===== config.mk =====
export PLATFORM = sky130hd
export DESIGN_NAME = uart_rx_flat
export DESIGN_NICKNAME = d
export VERILOG_FILES = /design/src/rtl/uart_rx_if.sv /design/src/rtl/uart_rx.sv /design/src/flat_wrapper.sv
export SDC_FILE = /design/constraint.sdc
export NUM_CORES = 1
export LEC_CHECK = 0
export BUFFER_PORTS_ARGS = -buffer_cell sky130_fd_sc_hd__buf_4
export CORE_ASPECT_RATIO = 1.5
export CORE_MARGIN = 2
export CORE_UTILIZATION = 40
export CTS_CLUSTER_DIAMETER = 200
export DETAILED_ROUTE_END_ITERATION = 8
export PLACE_DENSITY = 0.63
export REMOVE_ABC_BUFFERS = 1
export SLEW_MARGIN = 40
export SYNTH_ARGS = -nofsm -noshare
export SYNTH_HDL_FRONTEND = slang
export SYNTH_SLANG_ARGS = --single-unit

===== constraint.sdc =====
create_clock -name clk -period 2.9 [get_ports clk]
set_input_delay 0.145 -clock clk [delete_from_list [all_inputs] [get_ports clk]]
set_output_delay 0.145 -clock clk [all_outputs]
set_load 0.05 [all_outputs]

===== src/rtl/uart_rx_if.sv =====
// uart_rx_if -- bundle of the serial receiver's line input and byte outputs.
//   rx         : serial line into the receiver (idles high)
//   data       : last correctly framed byte
//   data_valid : one-cycle pulse when data is updated
//   frame_err  : one-cycle pulse when a stop bit is sampled low
//   busy       : receiver is not idle
//   dbg_state  : current receiver state encoding, for observation only
// Modport slave is the receiver side; master is the line driver / consumer.
// Handshake: data_valid and frame_err are unacknowledged single-cycle
// strobes; a consumer must capture data in the cycle data_valid is high.
interface uart_rx_if;
  logic       rx;
  logic [7:0] data;
  logic       data_valid;
  logic       frame_err;
  logic       busy;
  logic [2:0] dbg_state;

  modport master (
    output rx,
    input  data, data_valid, frame_err, busy, dbg_state
  );

  modport slave (
    input  rx,
    output data, data_valid, frame_err, busy, dbg_state
  );
endinterface


===== src/rtl/uart_rx.sv =====
// uart_rx -- 8N1 UART receiver with 16x oversampling and 2-of-3 majority
// voting at ticks 7/8/9 of every bit period.
//   clk   : sole clock, rising edge
//   rst   : asynchronous active-high reset
//   rx_if : uart_rx_if.slave (rx in; data, data_valid, frame_err, busy,
//           dbg_state out)
// BAUD_DIV is the number of clk cycles per 1/16 bit period (2..65535).
module uart_rx #(
  parameter int unsigned BAUD_DIV = 27
) (
  input  logic     clk,
  input  logic     rst,
  uart_rx_if.slave rx_if
);

  localparam logic [15:0] DIV_MAX = 16'(BAUD_DIV - 1);

  typedef enum logic [2:0] {
    S_IDLE  = 3'd0,
    S_START = 3'd1,
    S_DATA  = 3'd2,
    S_STOP  = 3'd3,
    S_BREAK = 3'd4
  } state_t;

  state_t      state_q, state_d;

  logic        rx_meta_q, rxs_q, rx_prev_q;
  logic [15:0] div_q, div_d;
  logic [3:0]  tick_cnt_q, tick_cnt_d;
  logic [2:0]  bit_idx_q, bit_idx_d;
  logic        s7_q, s7_d, s8_q, s8_d;
  logic [7:0]  shift_q, shift_d;
  logic [7:0]  data_q, data_d;
  logic        data_valid_q, data_valid_d;
  logic        frame_err_q, frame_err_d;

  logic        running;
  logic        tick;
  logic        fall;
  logic        maj;
  logic        mid_bit;
  logic        end_bit;

  // Divider and tick counter only advance while a frame is being sampled.
  assign running = (state_q == S_START) || (state_q == S_DATA) ||
                   (state_q == S_STOP);
  assign tick    = running && (div_q == DIV_MAX);
  assign fall    = rx_prev_q && !rxs_q;
  // The tick-9 sample is taken live from rxs on the resolving edge.
  assign maj     = (s7_q & s8_q) | (s7_q & rxs_q) | (s8_q & rxs_q);
  assign mid_bit = tick && (tick_cnt_q == 4'd9);
  assign end_bit = tick && (tick_cnt_q == 4'd15);

  // Synchronizer and edge register; all idle high so reset is not an edge.
  always_ff @(posedge clk or posedge rst) begin
    if (rst) begin
      rx_meta_q <= 1'b1;
      rxs_q     <= 1'b1;
      rx_prev_q <= 1'b1;
    end else begin
      rx_meta_q <= rx_if.rx;
      rxs_q     <= rx_meta_q;
      rx_prev_q <= rxs_q;
    end
  end

  // State register.
  always_ff @(posedge clk or posedge rst) begin
    if (rst) begin
      state_q <= S_IDLE;
    end else begin
      state_q <= state_d;
    end
  end

  // Next-state logic.
  always_comb begin
    state_d = state_q;
    case (state_q)
      S_IDLE:  if (fall) state_d = S_START;
      S_START: begin
        if (mid_bit && maj) begin
          state_d = S_IDLE;            // false start, glitch on the line
        end else if (end_bit) begin
          state_d = S_DATA;
        end
      end
      S_DATA:  if (end_bit && (bit_idx_q == 3'd7)) state_d = S_STOP;
      // Leaving at the stop-bit midpoint lets a back-to-back start bit
      // be caught by the IDLE edge detector.
      S_STOP:  if (mid_bit) state_d = maj ? S_IDLE : S_BREAK;
      S_BREAK: if (rxs_q) state_d = S_IDLE;
      default: state_d = S_IDLE;
    endcase
  end

  // Counters and sample capture.
  always_comb begin
    div_d      = div_q;
    tick_cnt_d = tick_cnt_q;
    bit_idx_d  = bit_idx_q;
    s7_d       = s7_q;
    s8_d       = s8_q;
    shift_d    = shift_q;
    if (!running) begin
      // Held at zero outside a frame, so a start edge begins from a clean
      // divider, tick counter and bit index.
      div_d      = 16'd0;
      tick_cnt_d = 4'd0;
      bit_idx_d  = 3'd0;
    end else begin
      if (tick) begin
        div_d      = 16'd0;
        tick_cnt_d = tick_cnt_q + 4'd1;  // wraps 15 -> 0
      end else begin
        div_d      = div_q + 16'd1;
      end
      if (tick && (tick_cnt_q == 4'd7)) s7_d = rxs_q;
      if (tick && (tick_cnt_q == 4'd8)) s8_d = rxs_q;
      if ((state_q == S_DATA) && mid_bit) shift_d[bit_idx_q] = maj;
      if ((state_q == S_DATA) && end_bit) bit_idx_d = bit_idx_q + 3'd1;
    end
  end

  always_ff @(posedge clk or posedge rst) begin
    if (rst) begin
      div_q      <= 16'd0;
      tick_cnt_q <= 4'd0;
      bit_idx_q  <= 3'd0;
      s7_q       <= 1'b1;
      s8_q       <= 1'b1;
      shift_q    <= 8'h00;
    end else begin
      div_q      <= div_d;
      tick_cnt_q <= tick_cnt_d;
      bit_idx_q  <= bit_idx_d;
      s7_q       <= s7_d;
      s8_q       <= s8_d;
      shift_q    <= shift_d;
    end
  end

  // Output logic: strobes are computed here and registered below.
  always_comb begin
    data_d       = data_q;
    data_valid_d = 1'b0;
    frame_err_d  = 1'b0;
    if ((state_q == S_STOP) && mid_bit) begin
      if (maj) begin
        data_d       = shift_q;
        data_valid_d = 1'b1;
      end else begin
        frame_err_d  = 1'b1;
      end
    end
  end

  always_ff @(posedge clk or posedge rst) begin
    if (rst) begin
      data_q       <= 8'h00;
      data_valid_q <= 1'b0;
      frame_err_q  <= 1'b0;
    end else begin
      data_q       <= data_d;
      data_valid_q <= data_valid_d;
      frame_err_q  <= frame_err_d;
    end
  end

  assign rx_if.data       = data_q;
  assign rx_if.data_valid = data_valid_q;
  assign rx_if.frame_err  = frame_err_q;
  assign rx_if.busy       = (state_q != S_IDLE);
  assign rx_if.dbg_state  = state_q;

endmodule


===== src/flat_wrapper.sv =====
// flat-port wrapper written by rule: the top's interface ports become plain ports
module uart_rx_flat 
#(
  parameter int unsigned BAUD_DIV = 27
)
  (clk, rst, rx_if_rx, rx_if_data, rx_if_data_valid, rx_if_frame_err, rx_if_busy, rx_if_dbg_state);
  uart_rx_if rx_if_i ();
  input  logic clk;
  input  logic rst;
  input wire logic [$bits(rx_if_i.rx)-1:0] rx_if_rx;
  output wire logic [$bits(rx_if_i.data)-1:0] rx_if_data;
  output wire logic [$bits(rx_if_i.data_valid)-1:0] rx_if_data_valid;
  output wire logic [$bits(rx_if_i.frame_err)-1:0] rx_if_frame_err;
  output wire logic [$bits(rx_if_i.busy)-1:0] rx_if_busy;
  output wire logic [$bits(rx_if_i.dbg_state)-1:0] rx_if_dbg_state;
  assign rx_if_i.rx = rx_if_rx;
  assign rx_if_data = rx_if_i.data;
  assign rx_if_data_valid = rx_if_i.data_valid;
  assign rx_if_frame_err = rx_if_i.frame_err;
  assign rx_if_busy = rx_if_i.busy;
  assign rx_if_dbg_state = rx_if_i.dbg_state;
  uart_rx #(.BAUD_DIV(BAUD_DIV)) u_core (.clk(clk), .rst(rst), .rx_if(rx_if_i));
endmodule

==> flow_metrics.tcl, run 1 <==
set metrics [dict create \
    holdPathStages 0 \
    holdWs_ns 0.360 \
    hpwl_um 3090 \
    p_clk_share_pct 32.7 \
    syn_area_um2 2440 \
    core-area_um2 5870 \
    power.switching_mw 0.463 \
    port_buffers 16 \
    synth_cell_type_count 46 \
    place_inst 299 \
    leakage_nw 1.24 \
    numCtsBuffers 5 \
    path_class "reg2reg" \
    grt_max_degree 50 \
    fin_tns_setup_ns 0 \
    synthCells 219 \
    postSynthAreaPerCell_um2 11.1 \
    worstPathCellList "inv_1 > ha_1 > nand3b_1 > nor4b_1 > nor2b_1 > nor3b_1 > mux2_2" \
    drtIter0Drc 101 \
    reg2reg_slack_ns 0.54 \
    grt_overflow 0 \
    grt_pass1_vias 1584 \
    seqPwrFrac_pct 49.4 \
    worstRegToRegCells 7 \
    cp.arrival_ns 2.56 \
    antenna_cells 0 \
    period_share_pct 81.4 \
    synth_flop_cell "dfrtp_1" \
    p_sw_share_pct 30.4 \
    synth_area_leader_cell "dfrtp_1" \
    post_drt_wl_per_cell_um 13.9 \
    hold_end "u_core.rxs_q" \
    ys_seq_elements 49 \
    die_w_um 67.8 \
    via_per_inst 5.30 \
    track_usage_pct 14.7 \
    fp.dieArea_um2 6760 \
    required_ns 3.10 \
    grt_first_pass_wirelength_um 7700 \
    cts_tree "built" \
    hp-start "u_core.rx_meta_q" \
    ctsLongestPathBuffers 2 \
    relSlewSlack_pct 60.8 \
    yosysTopAreaCellShare_pct 45.1 \
    htreeDepth 2 \
    post-cts-setup-buffer-count 0 \
    vias 1639 \
    end_kind "flop" \
    setup_viol_count_final 0 \
    place_congestion 0.836 \
    fp.dieH_um 99.7 \
    cap_viol_max_count 0 \
    outcome "finished clean" \
    hold_buffers 2 \
    cts-root-buf "clkbuf_8" \
    synthTopCellsByArea "dfrtp_1 (45%), dfstp_2 (5.4%), mux2_4 (4.9%)" \
    final_max_slew_viol_count 0 \
    rows 34 \
    post-route-drc-count 0 \
    grt_antenna_before_repair 0 \
    pre_cts_ws_ns 0.495 \
    fin_cells 309 \
    slowest_stage "nor4b_1" \
    yosysWarnings 0 \
    rsz0062_at_grt "false" \
    hp-class "reg2reg" \
    finClkSkew_ns 0.00852 \
    synth-edff-count 0 \
    critPathBufInv 1 \
    p_comb_share_pct 17.9 \
    finalNetCount 246 \
    io_pins 17 \
    layout_min_cycle_time_ns 2.36 \
    clk_pin_slew_worst_paths_ns 0.10 \
    clock_latency_ns 0.30 \
    r2r-end "u_core.shift_q[4]" \
    numClockSinks 49 \
    totalWireLength_um 4300 \
    drive_gt1_share_pct 25.7 \
    synthToLayoutAreaGrowth_pct 12.7 \
    start_util_pct 41.6 \
    slowest_delay_ns 0.52 \
    r2r_start "u_core.tick_cnt_q[1]" \
    post_cts_resized 0 \
    dr.pass1.iters 4 \
    timing.fmax_ghz 0.424 \
    ys_seq_area_share_pct 50.5 \
    hold_viol_final 0 \
    cp_max_fo 5 \
    crit_path_start_kind "flop" \
    route.antenna.remaining_nets 0 \
    intPower_mw 1.06 \
    power.density_nw_per_um2 554 \
    peakVddDrop_v 0.000274 \
    critPathTopFamily "simple AND/OR/NAND/NOR gates" \
    async_flop_share_pct 100 \
    worst_pin_slew_ns 0.588 \
    fin_ws_ns 0.539 \
]
[registers in the layout, summed over array words and instances (netlist names)]
signal / cells
u_core.s7_q: 1
u_core.div_q: 16
u_core.rx_if.data_valid: 1
u_core.rxs_q: 1
u_core.shift_q: 8
u_core.s8_q: 1
u_core.bit_idx_q: 3
u_core.rx_if.frame_err: 1
u_core.rx_if.data: 8
u_core.tick_cnt_q: 4
u_core.rx_prev_q: 1
u_core.rx_meta_q: 1
u_core.rx_if.dbg_state: 3
[placed cells by master (no fill, tap or decap), types with 2 or more instances in the layout]
cell type       n
dlygate4sd3_1   2
xor2_1          9
or2_2           2
buf_4          16
nor2_1         23
and3_1          2
nand3b_1        3
nor3_1          9
nor4_1          4
nor4_4          2
ha_1            7
o21ai_0         4
a21oi_1         5
inv_1           8
mux2_4          8
nand4_1         5
nand3_1        13
nand2_1        14
dfrtp_1        44
nor4b_1         2
mux2i_1         2
dfstp_2         5
xnor2_1         6
or3_1           3
mux2_2         10
clkbuf_8        5
[worst max path at each step]
stage / start / endpoint / slack [ns] / depth (start not counted)
after floorplan: u_core.rx_if.dbg_state[1] / u_core.rx_if.dbg_state[0] / 0.79 / 5
after global placement: u_core.tick_cnt_q[1] / u_core.shift_q[4] / 0.51 / 7
after detailed placement: u_core.tick_cnt_q[1] / u_core.shift_q[4] / 0.50 / 7
after CTS: u_core.tick_cnt_q[1] / u_core.shift_q[4] / 0.49 / 7
after global routing: u_core.tick_cnt_q[1] / u_core.shift_q[4] / 0.29 / 7
final: u_core.tick_cnt_q[1] / u_core.shift_q[4] / 0.54 / 7
[final cells by class]
class / instances / area, µm²
fill: 569 / 3120
timing repair buffer: 18 / 140
tap: 72 / 90.1
clock inverter: 3 / 46.3
inverter: 9 / 36.3
multi-input combinational: 153 / 1140
sequential: 49 / 1230
clock buffer: 5 / 68.8
[logic make-up after synthesis]
kind of cell | Yosys count | synth area share (%)
mux | 20 | 10.4
xor+xnor | 15 | 5.38
buf+inv | 17 | 2.97
flops | 49 | 50.5
fa+ha+maj | 8 | 4.00
simple gates | 94 | 22.6
compound gates | 16 | 4.25
[power groups by stage]
stage / Clock [mW] / Sequential [mW] / Combinational [mW]
6_report: 0.497 / 0.753 / 0.273
5_1_grt: 0.545 / 0.761 / 0.306
4_1_cts: 0.511 / 0.754 / 0.278
3_5_place_dp: 0 / 0.767 / 0.276
3_3_place_gp: 0 / 0.763 / 0.272
2_1_floorplan: 0 / 0.780 / 0.180
[synth_stat cells (2+ instances only)]
| cell | count |
|---|---|
| dfrtp_1 | 44 |
| nor2_1 | 23 |
| nand2_1 | 14 |
| nand3_1 | 13 |
| mux2_2 | 10 |
| inv_1 | 9 |
| nor3_1 | 9 |
| xor2_1 | 9 |
| mux2_4 | 8 |
| ha_1 | 7 |
| clkbuf_1 | 6 |
| xnor2_1 | 6 |
| a21oi_1 | 5 |
| dfstp_2 | 5 |
| nand4_1 | 5 |
| nor4_1 | 4 |
| o21ai_0 | 4 |
| nand3b_1 | 3 |
| or3_1 | 3 |
| and3_1 | 2 |
| mux2i_1 | 2 |
| nor4_4 | 2 |
| nor4b_1 | 2 |
| or2_2 | 2 |
[worst register-to-register path, cell delays in order, from the launching register on]
cell	delay (ns)
dfrtp_1	0.42
inv_1	0.09
ha_1	0.15
nand3b_1	0.16
nor4b_1	0.52
nor2b_1	0.30
nor3b_1	0.26
mux2_2	0.36
[stage by stage]
| step | total power, mW | utilization, % | area [µm²] |
|---|---|---|---|
| 2_1_floorplan | 0.960 | - | 2400 |
| 6_report | 1.52 | 46.8 | 2750 |
| 3_3_place_gp | 1.04 | 44.5 | 2610 |
| 4_1_cts | 1.54 | 46.8 | 2750 |
| 5_1_grt | 1.61 | 46.8 | 2750 |
| 3_5_place_dp | 1.04 | 44.5 | 2620 |
[routing by layer]
layer | routed length [µm] | GRT usage, % | part of all wire, % | up-vias
li1 | - | - | - | 803
met1 | 1870 | 19.4 | 44 | 811
met2 | 2240 | 24.2 | 52 | 20
met3 | 128 | 3.05 | 3.0 | 5
met4 | 58 | 4.15 | 1.3 | 0
met5 | 0 | 0 | 0 | -
(Power assumes the default switching activity.)
==> inputs of run 2 (changes only) <==
--- a/config.mk
+++ b/config.mk
@@ -5,13 +5,14 @@
 export SDC_FILE = /design/constraint.sdc
 export NUM_CORES = 1
 export LEC_CHECK = 0
+export ABC_AREA = 1
 export BUFFER_PORTS_ARGS = -buffer_cell sky130_fd_sc_hd__buf_4
 export CORE_ASPECT_RATIO = 1.5
 export CORE_MARGIN = 2
 export CORE_UTILIZATION = 40
 export CTS_CLUSTER_DIAMETER = 200
 export DETAILED_ROUTE_END_ITERATION = 8
-export PLACE_DENSITY = 0.63
+export PLACE_DENSITY = 0.65
 export REMOVE_ABC_BUFFERS = 1
 export SLEW_MARGIN = 40
 export SYNTH_ARGS = -nofsm -noshare
==> constraint.sdc (replaced) <==
create_clock -name clk -period 2.15 [get_ports clk]
set_input_delay 0.1075 -clock clk [delete_from_list [all_inputs] [get_ports clk]]
set_output_delay 0.1075 -clock clk [all_outputs]
set_load 0.05 [all_outputs]
==> run 2 against run 1 <==
  * Combinational power rose by 60%
  * Clock skew rose by 0.0037 ns
  * Largest cell class unchanged
  * Clock power rose by 56%
  * First-iteration DRC count rose by 9.9%
==> flow_metrics.tcl, run 2 <==
set metrics [dict create \
    post_drt_wl_per_cell_um 12.0 \
    track_usage_pct 15.9 \
    core-area_um2 6090 \
    ctsLongestPathBuffers 2 \
    dr.pass1.iters 4 \
    outcome "finished clean" \
    hpwl_um 3840 \
    crit_path_start_kind "flop" \
    reg2reg_slack_ns 0.23 \
    cts_tree "built" \
    port_buffers 16 \
    place_congestion 0.841 \
    timing.fmax_ghz 0.522 \
    numCtsBuffers 5 \
    r2r_start "u_core.div_q[0]" \
    cp_max_fo 4 \
    totalPowerFinal_mw 2.27 \
    drtIter0Drc 111 \
    cts-root-buf "clkbuf_8" \
    slowest_stage "dfrtp_1" \
    nFillCells 580 \
    setup_viol_count_final 0 \
    r2r-end "u_core.div_q[14]" \
    worstRegToRegCells 8 \
    fp.dieH_um 101 \
    htreeDepth 2 \
    clock_latency_ns 0.31 \
    cap_viol_max_count 0 \
    final_max_slew_viol_count 0 \
    ys_seq_area_share_pct 49.3 \
    die_w_um 68.6 \
    worstPathCellList "ha_1 > nand4_1 > nor3_2 > nand3_1 > nor2_1 > inv_1 > o21ai_0 > a21oi_1" \
    holdWs_ns 0.309 \
    finClkSkew_ns 0.0123 \
    yosysMostFrequentCell "nand2_1" \
    layout_min_cycle_time_ns 1.92 \
    fin_ws_ns 0.233 \
    period_share_pct 89.2 \
    synthTopCellsByArea "dfrtp_1 (44%), nand2_1 (11%), inv_1 (5.9%)" \
    synth-edff-count 0 \
    syn_area_um2 2500 \
    final_cell_mix "nand2_1 (73), dfrtp_1 (44), inv_1 (38)" \
    largest-register "u_core.div_q" \
    antenna_cells 0 \
    grt_antenna_before_repair 0 \
    fp.dieArea_um2 6910 \
    layout_commonest_cell "nand2_1" \
    totalWireLength_um 4940 \
    leakage_nw 1.44 \
    required_ns 2.34 \
    synthToLayoutAreaGrowth_pct 15.2 \
    grt_pass1_vias 2048 \
    rsz0062_at_grt "false" \
    synth_cell_type_count 25 \
    power.density_nw_per_um2 787 \
    io_pins 17 \
    via_per_inst 5.05 \
    yosysTopAreaCellShare_pct 44.0 \
    grt_overflow 0 \
    post-cts-setup-buffer-count 0 \
    hold_viol_final 0 \
    synth_area_leader_cell "dfrtp_1" \
    synthCells 309 \
    rows 35 \
    numClockSinks 49 \
    peakVddDrop_v 0.000505 \
    grt_max_degree 21 \
    largest_reg_flops 16 \
    synth_flop_cell "dfrtp_1" \
    worst_pin_slew_ns 0.510 \
    cp.arrival_ns 2.10 \
    async_flop_share_pct 100 \
    start_util_pct 41.1 \
    end_kind "flop" \
    post-route-drc-count 0 \
    drive_gt1_share_pct 15.7 \
    slowest_delay_ns 0.40 \
    ys_seq_elements 49 \
    relSlewSlack_pct 65.7 \
    synthTopCellsByCount "nand2_1 (73), dfrtp_1 (44), inv_1 (39)" \
    fin_cells 411 \
    path_class "reg2reg" \
    grt_first_pass_wirelength_um 8450 \
    pre_cts_ws_ns 0.268 \
    route.antenna.remaining_nets 0 \
    yosysWarnings 0 \
    finalNetCount 346 \
    hp-class "in2async" \
    clk_pin_slew_worst_paths_ns 0.09 \
    place_inst 401 \
    fin_tns_setup_ns 0 \
    postSynthAreaPerCell_um2 8.09 \
    vias 2075 \
]
run 2: cell count changes in the layout (fill, tap and decap cells not counted), moves of 4 or more:
cell	previous run	this run
xnor2_1	6	0
nand3_1	13	22
inv_1	8	38
nor2_1	23	37
a21oi_1	5	12
o21ai_0	4	14
mux2_4	8	0
buf_4	16	20
xor2_1	9	3
inv_2	0	7
nand4_1	5	17
nand2_1	14	73
mux2_2	10	0
run 2: logic make-up (layout without fill, tap and decap cells):
group | count (synthesis) | in the layout | synth area share [%]
compound gates | 33 | 33 | 7.50
xor+xnor | 3 | 3 | 1.05
buf+inv | 48 | 76 | 7.55
flops | 49 | 49 | 49.3
fa+ha+maj | 7 | 7 | 3.50
simple gates | 169 | 169 | 31.1
run 2: worst max-delay path by stage:
stage	from	to	slack, ns	cells after the start
final	u_core.div_q[0]	u_core.div_q[14]	0.23	8
after global routing	u_core.div_q[0]	u_core.rx_if.data[0]	0.05	12
after CTS	u_core.div_q[0]	u_core.div_q[14]	0.23	8
after detailed placement	u_core.div_q[0]	u_core.div_q[12]	0.27	8
after global placement	u_core.div_q[0]	u_core.rx_if.data[2]	0.35	12
after floorplan	u_core.rxs_q	u_core.rx_if.data[0]	0.22	6
run 2: power breakdown:
part	switching, mW	internal (mW)
combinational	0.297	0.139
sequential	0.0691	0.989
clock	0.311	0.462
run 2: timing repair:
item,4_1_cts,5_1_grt
hold buffers,2,0
endpoints found under the setup margin,0,0
gates resized for setup,0,0
hold endpoints to repair,14,0
run 2: area by class of cell:
type	count	area (µm²)	area share, %
flip-flops and latches	49	1230	42.8
multi-input cells	212	1080	37.5
inverters	46	173	5.99
repair buffers	22	170	5.91
well taps	74	92.6	3.21
clock buffers	5	68.8	2.39
clock inverters	3	65.1	2.26
run 2: metrics by stage:
step | instance area, µm² | utilization (%)
2_1_floorplan | 2480 | -
3_5_place_dp | 2730 | 44.8
5_1_grt | 2880 | 47.3
4_1_cts | 2880 | 47.3
6_report | 2880 | 47.3
3_3_place_gp | 2730 | 44.8
run 2: metal layers:
metal | vias up | part of all wire [%] | track usage, %
li1 | 1056 | - | -
met4 | 0 | 3.6 | 8.31
met5 | - | 0 | 0
met1 | 968 | 40 | 16.6
met3 | 19 | 2.5 | 3.02
met2 | 32 | 54 | 28.8
run 2: worst max-delay path, delay by kind of cell (launching register included):
kind,cells,cell delay [ns]
simple gates,4,0.88
flops,1,0.40
fa+ha+maj,1,0.22
compound gates,2,0.22
buf+inv,1,0.09
